### config.mk
export PLATFORM = sky130hd
export DESIGN_NAME = moore_phase_sequencer
export DESIGN_NICKNAME = d
export VERILOG_FILES = /design/src/rtl/moore_seq_pkg.sv /design/src/rtl/dwell_counter.sv /design/src/rtl/moore_phase_sequencer.sv
export SDC_FILE = /design/constraint.sdc
export NUM_CORES = 1
export LEC_CHECK = 0
export ABC_AREA = 1
export CORE_MARGIN = 10
export CORE_UTILIZATION = 55
export CTS_BUF_LIST = sky130_fd_sc_hd__clkbuf_2
export DETAILED_ROUTE_END_ITERATION = 7
export GPL_TIMING_DRIVEN = 0
export PLACE_DENSITY = 0.82
export SYNTH_ARGS = -nofsm -noshare
export SYNTH_HDL_FRONTEND = slang
export SYNTH_SLANG_ARGS = --single-unit
export TNS_END_PERCENT = 30
### constraint.sdc
create_clock -name clk -period 1.9 [get_ports clk]
set_clock_uncertainty 0.1 [all_clocks]
set_input_delay 0.285 -clock clk [delete_from_list [all_inputs] [get_ports clk]]
set_output_delay 0.285 -clock clk [all_outputs]
set_load 0.01 [all_outputs]
### src/rtl/moore_seq_pkg.sv
// Shared types and constants for the scheduled phase sequencer.
package moore_seq_pkg;

    localparam int unsigned DW_DEF    = 4;
    localparam int unsigned NPH_FIXED = 4;

    typedef enum logic [1:0] {
        IDLE = 2'd0,
        RUN  = 2'd1,
        HOLD = 2'd2
    } ctrl_e;

    localparam logic [1:0] PH0 = 2'd0;
    localparam logic [1:0] PH1 = 2'd1;
    localparam logic [1:0] PH2 = 2'd2;
    localparam logic [1:0] PH3 = 2'd3;

endpackage

### src/rtl/dwell_counter.sv
// Loadable down-counter that times one phase; saturates at zero.
module dwell_counter
    import moore_seq_pkg::*;
#(
    parameter int unsigned DW = DW_DEF
) (
    input  logic          clk,
    input  logic          reset,
    input  logic          load,
    input  logic          en,
    input  logic [DW-1:0] load_val,
    output logic          zero_c
);

    logic [DW-1:0] count_q;

    always_ff @(posedge clk or posedge reset) begin
        if (reset) begin
            count_q <= '0;
        end else if (load) begin
            count_q <= load_val;
        end else if (en && (count_q != '0)) begin
            count_q <= count_q - DW'(1);
        end
    end

    assign zero_c = (count_q == '0);

endmodule

### src/rtl/moore_phase_sequencer.sv
// Steps a 2-bit phase code 0..3 with a per-phase dwell, plus start/stop/hold
// control, single-shot or looping operation and status pulses.
module moore_phase_sequencer
    import moore_seq_pkg::*;
#(
    parameter int unsigned DW  = DW_DEF,
    parameter int unsigned NPH = NPH_FIXED
) (
    input  logic              clk,
    input  logic              reset,
    input  logic              start,
    input  logic              stop,
    input  logic              hold,
    input  logic              loop_en,
    input  logic [NPH*DW-1:0] dwell_cfg,
    output logic [1:0]        out_state,
    output logic              busy,
    output logic              phase_tick,
    output logic              seq_done
);

    if (NPH != 4) begin : g_nph_check
        $error("moore_phase_sequencer: NPH must be 4 to match the 2-bit phase code");
    end

    ctrl_e         state_q, state_d;
    logic [1:0]    phase_d;
    logic [1:0]    phase_nxt;
    logic          busy_d, tick_d, done_d;
    logic          shadow_load;
    logic          cnt_load, cnt_en, cnt_zero_c;
    logic [DW-1:0] cnt_val;
    logic [DW-1:0] shadow_q [NPH];

    assign phase_nxt = out_state + 2'd1;

    dwell_counter #(.DW(DW)) u_dwell_counter (
        .clk      (clk),
        .reset    (reset),
        .load     (cnt_load),
        .en       (cnt_en),
        .load_val (cnt_val),
        .zero_c   (cnt_zero_c)
    );

    // State, phase, pulse and shadow registers.
    always_ff @(posedge clk or posedge reset) begin
        if (reset) begin
            state_q    <= IDLE;
            out_state  <= PH0;
            busy       <= 1'b0;
            phase_tick <= 1'b0;
            seq_done   <= 1'b0;
            for (int k = 0; k < NPH; k++) begin
                shadow_q[k] <= '0;
            end
        end else begin
            state_q    <= state_d;
            out_state  <= phase_d;
            busy       <= busy_d;
            phase_tick <= tick_d;
            seq_done   <= done_d;
            if (shadow_load) begin
                for (int k = 0; k < NPH; k++) begin
                    shadow_q[k] <= dwell_cfg[k*DW +: DW];
                end
            end
        end
    end

    // Next-state: stop beats expiry, expiry beats hold.
    always_comb begin
        state_d     = state_q;
        phase_d     = out_state;
        busy_d      = busy;
        tick_d      = 1'b0;
        done_d      = 1'b0;
        shadow_load = 1'b0;
        cnt_load    = 1'b0;
        cnt_en      = 1'b0;
        cnt_val     = dwell_cfg[DW-1:0];

        unique case (state_q)
            IDLE: begin
                if (start && !stop) begin
                    state_d     = RUN;
                    phase_d     = PH0;
                    busy_d      = 1'b1;
                    shadow_load = 1'b1;
                    cnt_load    = 1'b1;
                end
            end
            RUN: begin
                if (stop) begin
                    state_d = IDLE;
                    phase_d = PH0;
                    busy_d  = 1'b0;
                end else if (cnt_zero_c) begin
                    if (out_state == PH3) begin
                        phase_d = PH0;
                        done_d  = 1'b1;
                        if (loop_en) begin
                            tick_d      = 1'b1;
                            shadow_load = 1'b1;
                            cnt_load    = 1'b1;
                        end else begin
                            state_d = IDLE;
                            busy_d  = 1'b0;
                        end
                    end else begin
                        phase_d  = phase_nxt;
                        tick_d   = 1'b1;
                        cnt_load = 1'b1;
                        cnt_val  = shadow_q[phase_nxt];
                    end
                end else if (hold) begin
                    state_d = HOLD;
                end else begin
                    cnt_en = 1'b1;
                end
            end
            HOLD: begin
                if (stop) begin
                    state_d = IDLE;
                    phase_d = PH0;
                    busy_d  = 1'b0;
                end else if (!hold) begin
                    // Release edge already counts, so a hold of N cycles adds exactly N.
                    state_d = RUN;
                    cnt_en  = 1'b1;
                end
            end
            default: begin
                state_d = IDLE;
                phase_d = PH0;
                busy_d  = 1'b0;
            end
        endcase
    end

endmodule
# Word-level counts from Yosys, hierarchy flattened
# Cells that the tools add are included.
[op_classes] reduce_logical=10 eq_ne=12 n_mux=51 multipliers=0 bitwise=1 div=0 magnitude_cmp=1 add_sub_neg=2 shift=0
[op_table] op="$mux W4" count=8
[op_table] op="$mux W2" count=13
[op_table] op="$mux W1" count=23
[op_table] op="$ne A3 B3 Y1 const B" count=4
[op_table] op="$ne A4 B4 Y1 const B" count=3
[op_table] op="$pmux W2 S3" count=2
[op_table] op="$reduce_and A5 Y1" count=2
[op_table] op="$bmux W4 S2" count=1
[op_table] op="$pmux W1 S2" count=3
[op_table] op="$eq A2 B2 Y1 const B" count=2
[op_table] op="$logic_not A4 Y1" count=1
[op_table] op="$ne A2 B2 Y1 const B" count=2
[op_table] op="$reduce_bool A4 Y1" count=1
[op_table] op="$sub A4 B1 Y4 const B" count=1
[op_table] op="$ge A3 B3 Y1 const B" count=1
[op_table] op="$not A2 Y3" count=1
[op_table] op="$pmux W1 S3" count=1
[op_table] op="$reduce_and A3 Y1" count=1
[op_table] op="$add A2 B1 Y2 const B" count=1
[op_table] op="$eq A2 B1 Y1 const B" count=1
[op_table] op="$logic_and A1 B1 Y1" count=2
[op_table] op="$logic_not A2 Y1" count=1
[op_table] op="$reduce_bool A2 Y1" count=1
[op_table] op="$logic_not A1 Y1" count=1
[word_totals] reg_bits=27 latchBits=0 out_inout_bits=5 romBits=0 mem_bits_rw=0 in_bits=22 elab_cells=87 memories=0

# Longest topological paths before layout
# Gate-level depths: netlist of the first run.
[depth] depth_word=10 depth_mapped=10

# Cells and area by module
# From an unflattened synthesis of the first run, not the netlist that was laid out.
[unflattened] hier_cells=221 hier_area_um2=1722.9
[modules_own_cells] module="moore_phase_sequencer" cells_each=174 area_per_inst_um2=1423.9 n_inst=1
[modules_own_cells] module="dwell_counter" cells_each=47 area_per_inst_um2=299.0 n_inst=1

# Worst setup path before layout of the first run
# No wires, ideal clock.
[synth_timing] path_kind="reg-to-reg" start="reg state_q[0]" end="reg shadow_q[11] (netlist name)" arrival_time_ps=1369 path_slack_ps=305 synth_period_minus_slack_ps=1595 path_stages_with_launch=9 path_cell_list="dfrtp_1 inv_1 ha_1 inv_1 nor3_2 inv_1 o21ai_4 buf_6 o21ai_0"
[synth_via] elab_chain_len=2 elab_cells_between_ends=3
[synth_rtl] element="from (decl)" line="moore_phase_sequencer.sv:26" rtl="ctrl_e state_q, state_d;"
[synth_rtl] element="from (signal assigned)" line="moore_phase_sequencer.sv:58" rtl="state_q <= state_d;"
[synth_rtl] element="$eq A2 B1 Y1 / $logic_not A2 Y1 (equally long branches)" line="moore_phase_sequencer.sv:83" rtl="unique case (state_q)"
[synth_rtl] element="$pmux W1 S2 (*)" line="moore_phase_sequencer.sv:83"
[synth_rtl] element="to (signal, indexed assignment)" line="moore_phase_sequencer.sv:65" rtl="shadow_q[k] <= dwell_cfg[k*DW +: DW];"
[synth_rtl] element="to (decl)" line="moore_phase_sequencer.sv:33" rtl="logic [DW-1:0] shadow_q [NPH];"
# Mark *: on every way between the ends. The rest lies on a longest branch, timed or not.
# A chain may end at the register's enable or synchronous reset.

# Worst setup path in the final report of the first run
[layout_timing] start="reg u_dwell_counter.count_q[0]" end="reg shadow_q[14] (netlist name)"
[layout_via] elab_chain_len=4
[layout_rtl] element="from (decl)" line="dwell_counter.sv:15" rtl="logic [DW-1:0] count_q;"
[layout_rtl] element="from (signal assigned)" line="dwell_counter.sv:21" rtl="count_q <= load_val;"
[layout_rtl] element="from (signal assigned)" line="dwell_counter.sv:23" rtl="count_q <= count_q - DW'(1);"
[layout_rtl] element="$logic_not A4 Y1" line="dwell_counter.sv:27" rtl="assign zero_c = (count_q == '0);"
[layout_rtl] element="$mux W1" line="moore_phase_sequencer.sv:98" rtl="end else if (cnt_zero_c) begin"
[layout_rtl] element="$mux W1" line="moore_phase_sequencer.sv:94" rtl="if (stop) begin"
[layout_rtl] element="$pmux W1 S2" line="moore_phase_sequencer.sv:83"
# Every way passes these cells.

==> results by group, run 1 <==
Outcome
  • Outcome: finished, final reports clean

Final layout
  • Layout cells sized above 1: between 15 and 20%
  • Finished Core Util: 70.9%
  • Post-route insts no fill: 271
  • Final Net Count: 269
  • Filler cell count: 238
  • Number of diodes: 0
  • P&R area growth vs syn: 21.7%
  • Cell area after layout: around 0.002 mm2

Detailed routing
  • Initial DRC Count: 138
  • Via count: approximately 1400
  • ANT nets after route: 0
  • Routed WL: between 3000 and 4000 um
  • DR pass1 iterations: 4
  • DR WL/cell: approximately 13 um
  • # DRC: 0
  • Vias/cell: about 5

Synthesis
  • Post-synthesis cell count: between 200 and 250
  • Mapped cell area: approximately 0.0016 mm2
  • Yosys top cell by area: dfrtp_1
  • Unique masters post-synth: 25
  • Avg Cell Area, Syn: slightly below 8 um2
  • Register area share after synthesis: between 40% and 50%
  • Ys Warns: 0
  • Synth area leaders: dfrtp_1 (42%), nand2_1 (14%), inv_1 (8.6%)
  • Syn_nets: between 200 and 250
  • Post-synth top area share: between 40% and 50%
  • Number of synthesized register bits: 27

Floorplan
  • Die W: 74.3 um
  • Die Ht: 74.3 um
  • Ports placed on the boundary: 27
  • Core Rows: 19
  • Die Footprint: between 0.005 and 0.006 mm2
  • Initial Utilization: between 50 and 60%
  • Core Area: ~0.0028 mm2

Timing
  • # setup viols final: 0
  • Crit path time final: ~1.7 ns
  • Tcrit/Tclk final: between 90% and 100%
  • Max Clk Rate: 0.577 GHz
  • Final hold violation count: 0
  • Slew Viols, Final: 0
  • Least-Margin Pin Slew: roughly 1.0 ns
  • Slew headroom: around a third
  • RSZ-0062 raised after global routing: true
  • Setup ws final: around 0.17 ns
  • Worst hold slack: 0.327 ns

Clock tree
  • H-tree levels: 1
  • Hold_buf cts: 0
  • CTS Buffer Depth: 2
  • Clk slew on worst S/H paths: between 0.2 and 0.25 ns
  • Num CTS Buffers: 3
  • Clk Latency, worst-skew pair: 0.35 ns
  • CTS root buffer: clkbuf_2
  • CTS Sinks: 27
  • CTS tree: built

Placed design
  • Pre-CTS WS: -0.0524 ns
  • DP HPWL: ~2600 um
  • Final Wtd Congestion: about 0.85
  • Dpl cell area: around 0.0019 mm2
  • Number of I/O port buffers: 26
  • Dpl cells: 265

Min path
  • Worst hold path class: input pin to async pin

Flow run
  • Max-cap violation count: 0

Power and ir drop
  • P_leak: 0.995 nW
  • Worst ir drop on vdd: approximately 0.0009 V
  • Pwr Density: ~1300 mW/mm2

Setup path
  • Type of origin of the critical path: flop
  • Critical Path RT: between 2 and 2.5 ns
  • CP Max Fanout: 10
  • Critical path class: flop to flop
  • Arr. time, crit path: roughly 1.9 ns
  • CP Capture Type: flop

Global routing
  • Largest net degree at the start of global routing: 28
  • Initial antenna violation count: 0
  • Gr usage total: 14.0%
  • Global route overflow: 0
  • Global-route wire length before repair: 6340 um
  • Vias in the first global route: around 1500
## cell type report
class / count / area [um2] / share of cell area, %
Buffer: 4 / 42.5 / 2.16
Clock buffer: 4 / 20.0 / 1.02
Inverter: 41 / 154 / 7.80
Multi-Input combinational cell: 136 / 766 / 38.8
Sequential cell: 27 / 676 / 34.3
Tap cell: 31 / 38.8 / 1.97
Timing Repair Buffer: 28 / 275 / 14.0
## cells in the final DEF (no fill, tap or decap), drive strengths merged, types with 6 or more instances in the layout
| cell type | count |
|---|---|
| o21ai | 27 |
| clkdlybuf4s50 | 26 |
| nor2 | 9 |
| nand2 | 60 |
| buf | 6 |
| ha | 6 |
| inv | 40 |
| dfrtp | 27 |
| nand3 | 24 |
## synthesized netlist by cell type
| library cell | n |
|---|---|
| a21oi_1 | 3 |
| a21oi_4 | 1 |
| buf_2 | 1 |
| buf_6 | 3 |
| clkinv_1 | 1 |
| dfrtp_1 | 27 |
| ha_1 | 6 |
| inv_1 | 37 |
| inv_2 | 3 |
| nand2_1 | 59 |
| nand2_2 | 1 |
| nand3_1 | 23 |
| nand3_2 | 1 |
| nand4_1 | 2 |
| nor2_1 | 5 |
| nor2_2 | 3 |
| nor2_4 | 1 |
| nor3_2 | 1 |
| o211ai_1 | 1 |
| o21ai_0 | 10 |
| o21ai_1 | 2 |
| o21ai_2 | 14 |
| o21ai_4 | 1 |
| or2_2 | 1 |
| xor2_1 | 1 |
## flip-flops by register name, summed over array words and instances, names as in the netlist
signal	count
shadow_q	16
u_dwell_counter.count_q	4
state_q	2
seq_done	1
out_state	2
phase_tick	1
busy	1
## what timing repair did
action / in CTS / in global routing
buffers inserted: 0 / 2
resized for setup: 0 / 5
setup endpoints to repair: 0 / 20
## report_power, final
group	switching [mW]	total, mW	internal [mW]
sequential	0.145	0.969	0.824
combinational	0.819	1.40	0.576
clock	0.164	0.219	0.0556
total	1.13	2.58	1.46
## logic make-up after synthesis
family                   after synthesis  synth area share, %
AND/OR/NAND/NOR                       97                 26.6
buffers and inverters                 45                 11.9
AO/OA/AOI/OAI                         32                 14.7
flip-flops                            27                 41.7
adder cells (fa/ha/maj)                6                 4.63
XOR/XNOR                               1                0.541
## layer usage
layer | routed length (um) | vias up | GRT usage (%)
met5 | 0 | - | 0
met1 | 1650 | 651 | 18.0
li1 | - | 716 | -
met4 | 19 | 0 | 3.25
met3 | 198 | 2 | 4.39
met2 | 1620 | 24 | 22.3
## critical path: stages (launching register included)
cell	delay [ns]
dfrtp_1	0.44
inv_1	0.12
ha_2	0.23
nand2_2	0.09
nor2_2	0.09
inv_2	0.05
o21ai_4	0.22
buf_6	0.18
nand2_1	0.07
o21ai_2	0.06
## stage by stage
stage / TNS [ns] / power [mW]
floorplan: 0 / 1.97
global placement: -0.0131 / 2.26
detailed placement: -0.0524 / 2.31
CTS: 0 / 2.54
finish: 0 / 2.58
global route: -0.00400 / 2.87
## path summary, 6_finish.rpt
check                                                start      endpoint  slack (ns)  cells after the start
worst min-delay path                                 reset   shadow_q[9]        0.33                      2
worst min register to register                 shadow_q[8]   shadow_q[8]        0.45                      2
worst max-delay path            u_dwell_counter.count_q[0]  shadow_q[14]        0.17                      9
min in group clk                             dwell_cfg[12]   shadow_q[0]        0.34                      3
max in group asynchronous                            reset    state_q[0]        0.76                      2
worst max register to register  u_dwell_counter.count_q[0]  shadow_q[14]        0.17                      9
Power figures use the tool's default switching activity.
==> inputs of run 2 (changes only) <==
--- a/config.mk
+++ b/config.mk
@@ -7,11 +7,11 @@
 export LEC_CHECK = 0
 export ABC_AREA = 1
 export CORE_MARGIN = 10
-export CORE_UTILIZATION = 55
+export CORE_UTILIZATION = 40
 export CTS_BUF_LIST = sky130_fd_sc_hd__clkbuf_2
 export DETAILED_ROUTE_END_ITERATION = 7
 export GPL_TIMING_DRIVEN = 0
-export PLACE_DENSITY = 0.82
+export PLACE_DENSITY = 0.63
 export SYNTH_ARGS = -nofsm -noshare
 export SYNTH_HDL_FRONTEND = slang
 export SYNTH_SLANG_ARGS = --single-unit
==> run 2 against run 1 <==
  * Via count down 0.14%
  * Largest cell class unchanged
  * Final area grew 1.7%
  * Core utilization down 20 points
  * Clock-buffer cell count down 1
  * Power shrank 0.84%
==> results by group, run 2 (synthesized netlist as in run 1, its figures left out) <==
Final layout
  • Number of diodes: 0
  • Commonest cells after routing, fill and taps aside: nand2_1 (59), inv_1 (37), dfrtp_1 (27), clkdlybuf4s50_1 (26), nand3_1 (23)
  • Sequential cell area: 676 um2
  • Final Net Count: 270
  • Biggest regs: shadow_q x16, u_dwell_counter.count_q x4
  • P&R area growth vs syn: 23.8%
  • Number of flip-flops in the largest register: 16
  • Filler cell count: about 400
  • Layout cells sized above 1: between 15 and 20%
  • Area occupied by multi-input gates: roughly 760 um2
  • Largest Register: shadow_q
  • Commonest non-fill, non-tap cell in the layout: nand2_1

Detailed routing
  • Routed WL: roughly 3600 um
  • Initial DRC Count: 67
  • DR WL/cell: around 13 um
  • Vias/cell: approximately 4.8
  • DR pass1 iterations: 4
  • ANT nets after route: 0
  • Via count: between 1000 and 1500
  • # DRC: 0

Setup path
  • Critical Path RT: about 2.1 ns
  • Critical path's slowest cell: dfrtp_1
  • CP Capture Type: flop
  • CP Max Fanout: 7
  • Worst path max stage delay: 0.44 ns
  • FF-to-FF path depth: 9
  • Critical path class: flop to flop
  • CP Cell Sequence: inv_1 -> ha_1 -> nand2_2 -> nor2_2 -> inv_2 -> o21ai_4 -> buf_6 -> nand2_1 -> o21ai_2
  • CP endpoint: shadow_q[0]
  • Type of origin of the critical path: flop
  • FF-to-FF End: shadow_q[0]
  • Start point of the critical path: u_dwell_counter.count_q[0]
  • Reg-to-reg setup timing slack: ~0.13 ns
  • Crit Reg-Reg Startpoint: u_dwell_counter.count_q[0]
  • Arr. time, crit path: around 2.0 ns

Clock tree
  • Num CTS Buffers: 3
  • Clk Latency, worst-skew pair: about 0.37 ns
  • CTS root buffer: clkbuf_2
  • Clk slew on worst S/H paths: around 0.26 ns
  • CTS tree: built
  • CTS Buffer Depth: 2
  • H-tree levels: 1
  • CTS Sinks: 27

Global routing
  • Largest net degree at the start of global routing: 28
  • Gr usage total: slightly below 10%
  • Global route overflow: 0
  • Initial antenna violation count: 0
  • Vias in the first global route: 1415
  • Global-route wire length before repair: between 6000 and 7000 um

Timing
  • Slew headroom: 29.4%
  • # setup viols final: 0
  • Worst hold slack: about 0.32 ns
  • Least-Margin Pin Slew: between 1 and 1.5 ns
  • Crit path time final: 1.77 ns
  • Slew Viols, Final: 0
  • Tcrit/Tclk final: 93.0%
  • Max Clk Rate: 0.566 GHz
  • Final hold violation count: 0

Floorplan
  • Initial Utilization: approximately 41%
  • Core Rows: 23
  • Die W: approximately 84 um
  • Ports placed on the boundary: 27
  • Core Area: a little under 0.004 mm2
  • Die Footprint: approximately 0.0070 mm2
  • Die Ht: about 84 um

Min path
  • Worst hold path class: input pin to async pin

Power and ir drop
  • Worst ir drop on vdd: between 0.0004 and 0.0005 V
  • Pwr Density: between 1000 and 1500 mW/mm2
  • P_leak: roughly 1 nW
  • Total power: approximately 2.6 mW

Outcome
  • Outcome: finished, final reports clean

Flow run
  • Max-cap violation count: 0

Placed design
  • DP HPWL: 2700 um
  • Number of I/O port buffers: 26
  • Final Wtd Congestion: between 0.7 and 0.8
==> run 2: cell types whose count changed in the layout (fill, tap and decap cells not counted) <==
cell | previous run | this run
o21ai_0 | 10 | 9
clkinv_2 | 0 | 1
ha_2 | 1 | 0
o21ai_1 | 2 | 3
buf_6 | 2 | 4
clkbuf_2 | 4 | 3
nand2_1 | 58 | 59
buf_4 | 2 | 1
ha_1 | 5 | 6
nand2_2 | 2 | 1
==> run 2: timing repair <==
| item | CTS | global route |
|---|---|---|
| resized for setup | 0 | 9 |
| hold buffers | 0 | 0 |
| buffers inserted | 0 | 1 |
| setup endpoints to repair | 0 | 20 |
==> run 2: critical path, delay by kind of cell, from the launching register on <==
family | cells | cell delay [ns]
simple gates | 3 | 0.27
fa+ha+maj | 1 | 0.24
compound gates | 2 | 0.34
flops | 1 | 0.44
buf+inv | 3 | 0.35
==> run 2: area by class of cell <==
class	instances	share of cell area (%)
Clock inverter	1	0.250
Sequential cell	27	33.7
Tap cell	50	3.12
Multi-Input combinational cell	136	37.9
Inverter	41	7.67
Clock buffer	3	0.749
Buffer	4	2.12
Timing Repair Buffer	29	14.5
==> run 2: worst min-delay path by stage <==
stage                            start          end  slack (ns)  depth (start not counted)
after global routing      dwell_cfg[4]  shadow_q[8]        0.31                          3
after global placement            busy         busy        0.36                          2
after CTS                 dwell_cfg[4]  shadow_q[8]        0.32                          3
after floorplan                  reset         busy        0.24                          1
after detailed placement          busy         busy        0.37                          2
final                            reset  shadow_q[1]        0.32                          2
==> run 2: through the flow <==
stage / area (um2) / utilization [%] / worst slack (ns) / TNS [ns] / instances
floorplan: 1620 / - / 0.305 / 0 / 208
CTS: 1960 / 49.4 / 0.0385 / 0 / 288
global placement: 1940 / 48.9 / -0.0526 / -0.0526 / 284
detailed placement: 1940 / 48.9 / -0.0526 / -0.0526 / 284
global route: 2010 / 50.5 / -0.0284 / -0.197 / 291
finish: 2010 / 50.5 / 0.133 / 0 / 291
==> run 2: report_power, final <==
| group | internal, mW | switching (mW) | total [mW] |
|---|---|---|---|
| Clock | 0.0477 | 0.181 | 0.229 |
| Sequential | 0.824 | 0.138 | 0.962 |
| Combinational | 0.573 | 0.798 | 1.37 |
| Total | 1.44 | 1.12 | 2.56 |
==> run 2: metal layers <==
metal | share of wire [%] | global-route usage [%]
met1 | 49 | 12.7
met5 | 0 | 0
met2 | 46 | 16.0
met3 | 3.8 | 2.05
met4 | 1.2 | 2.74
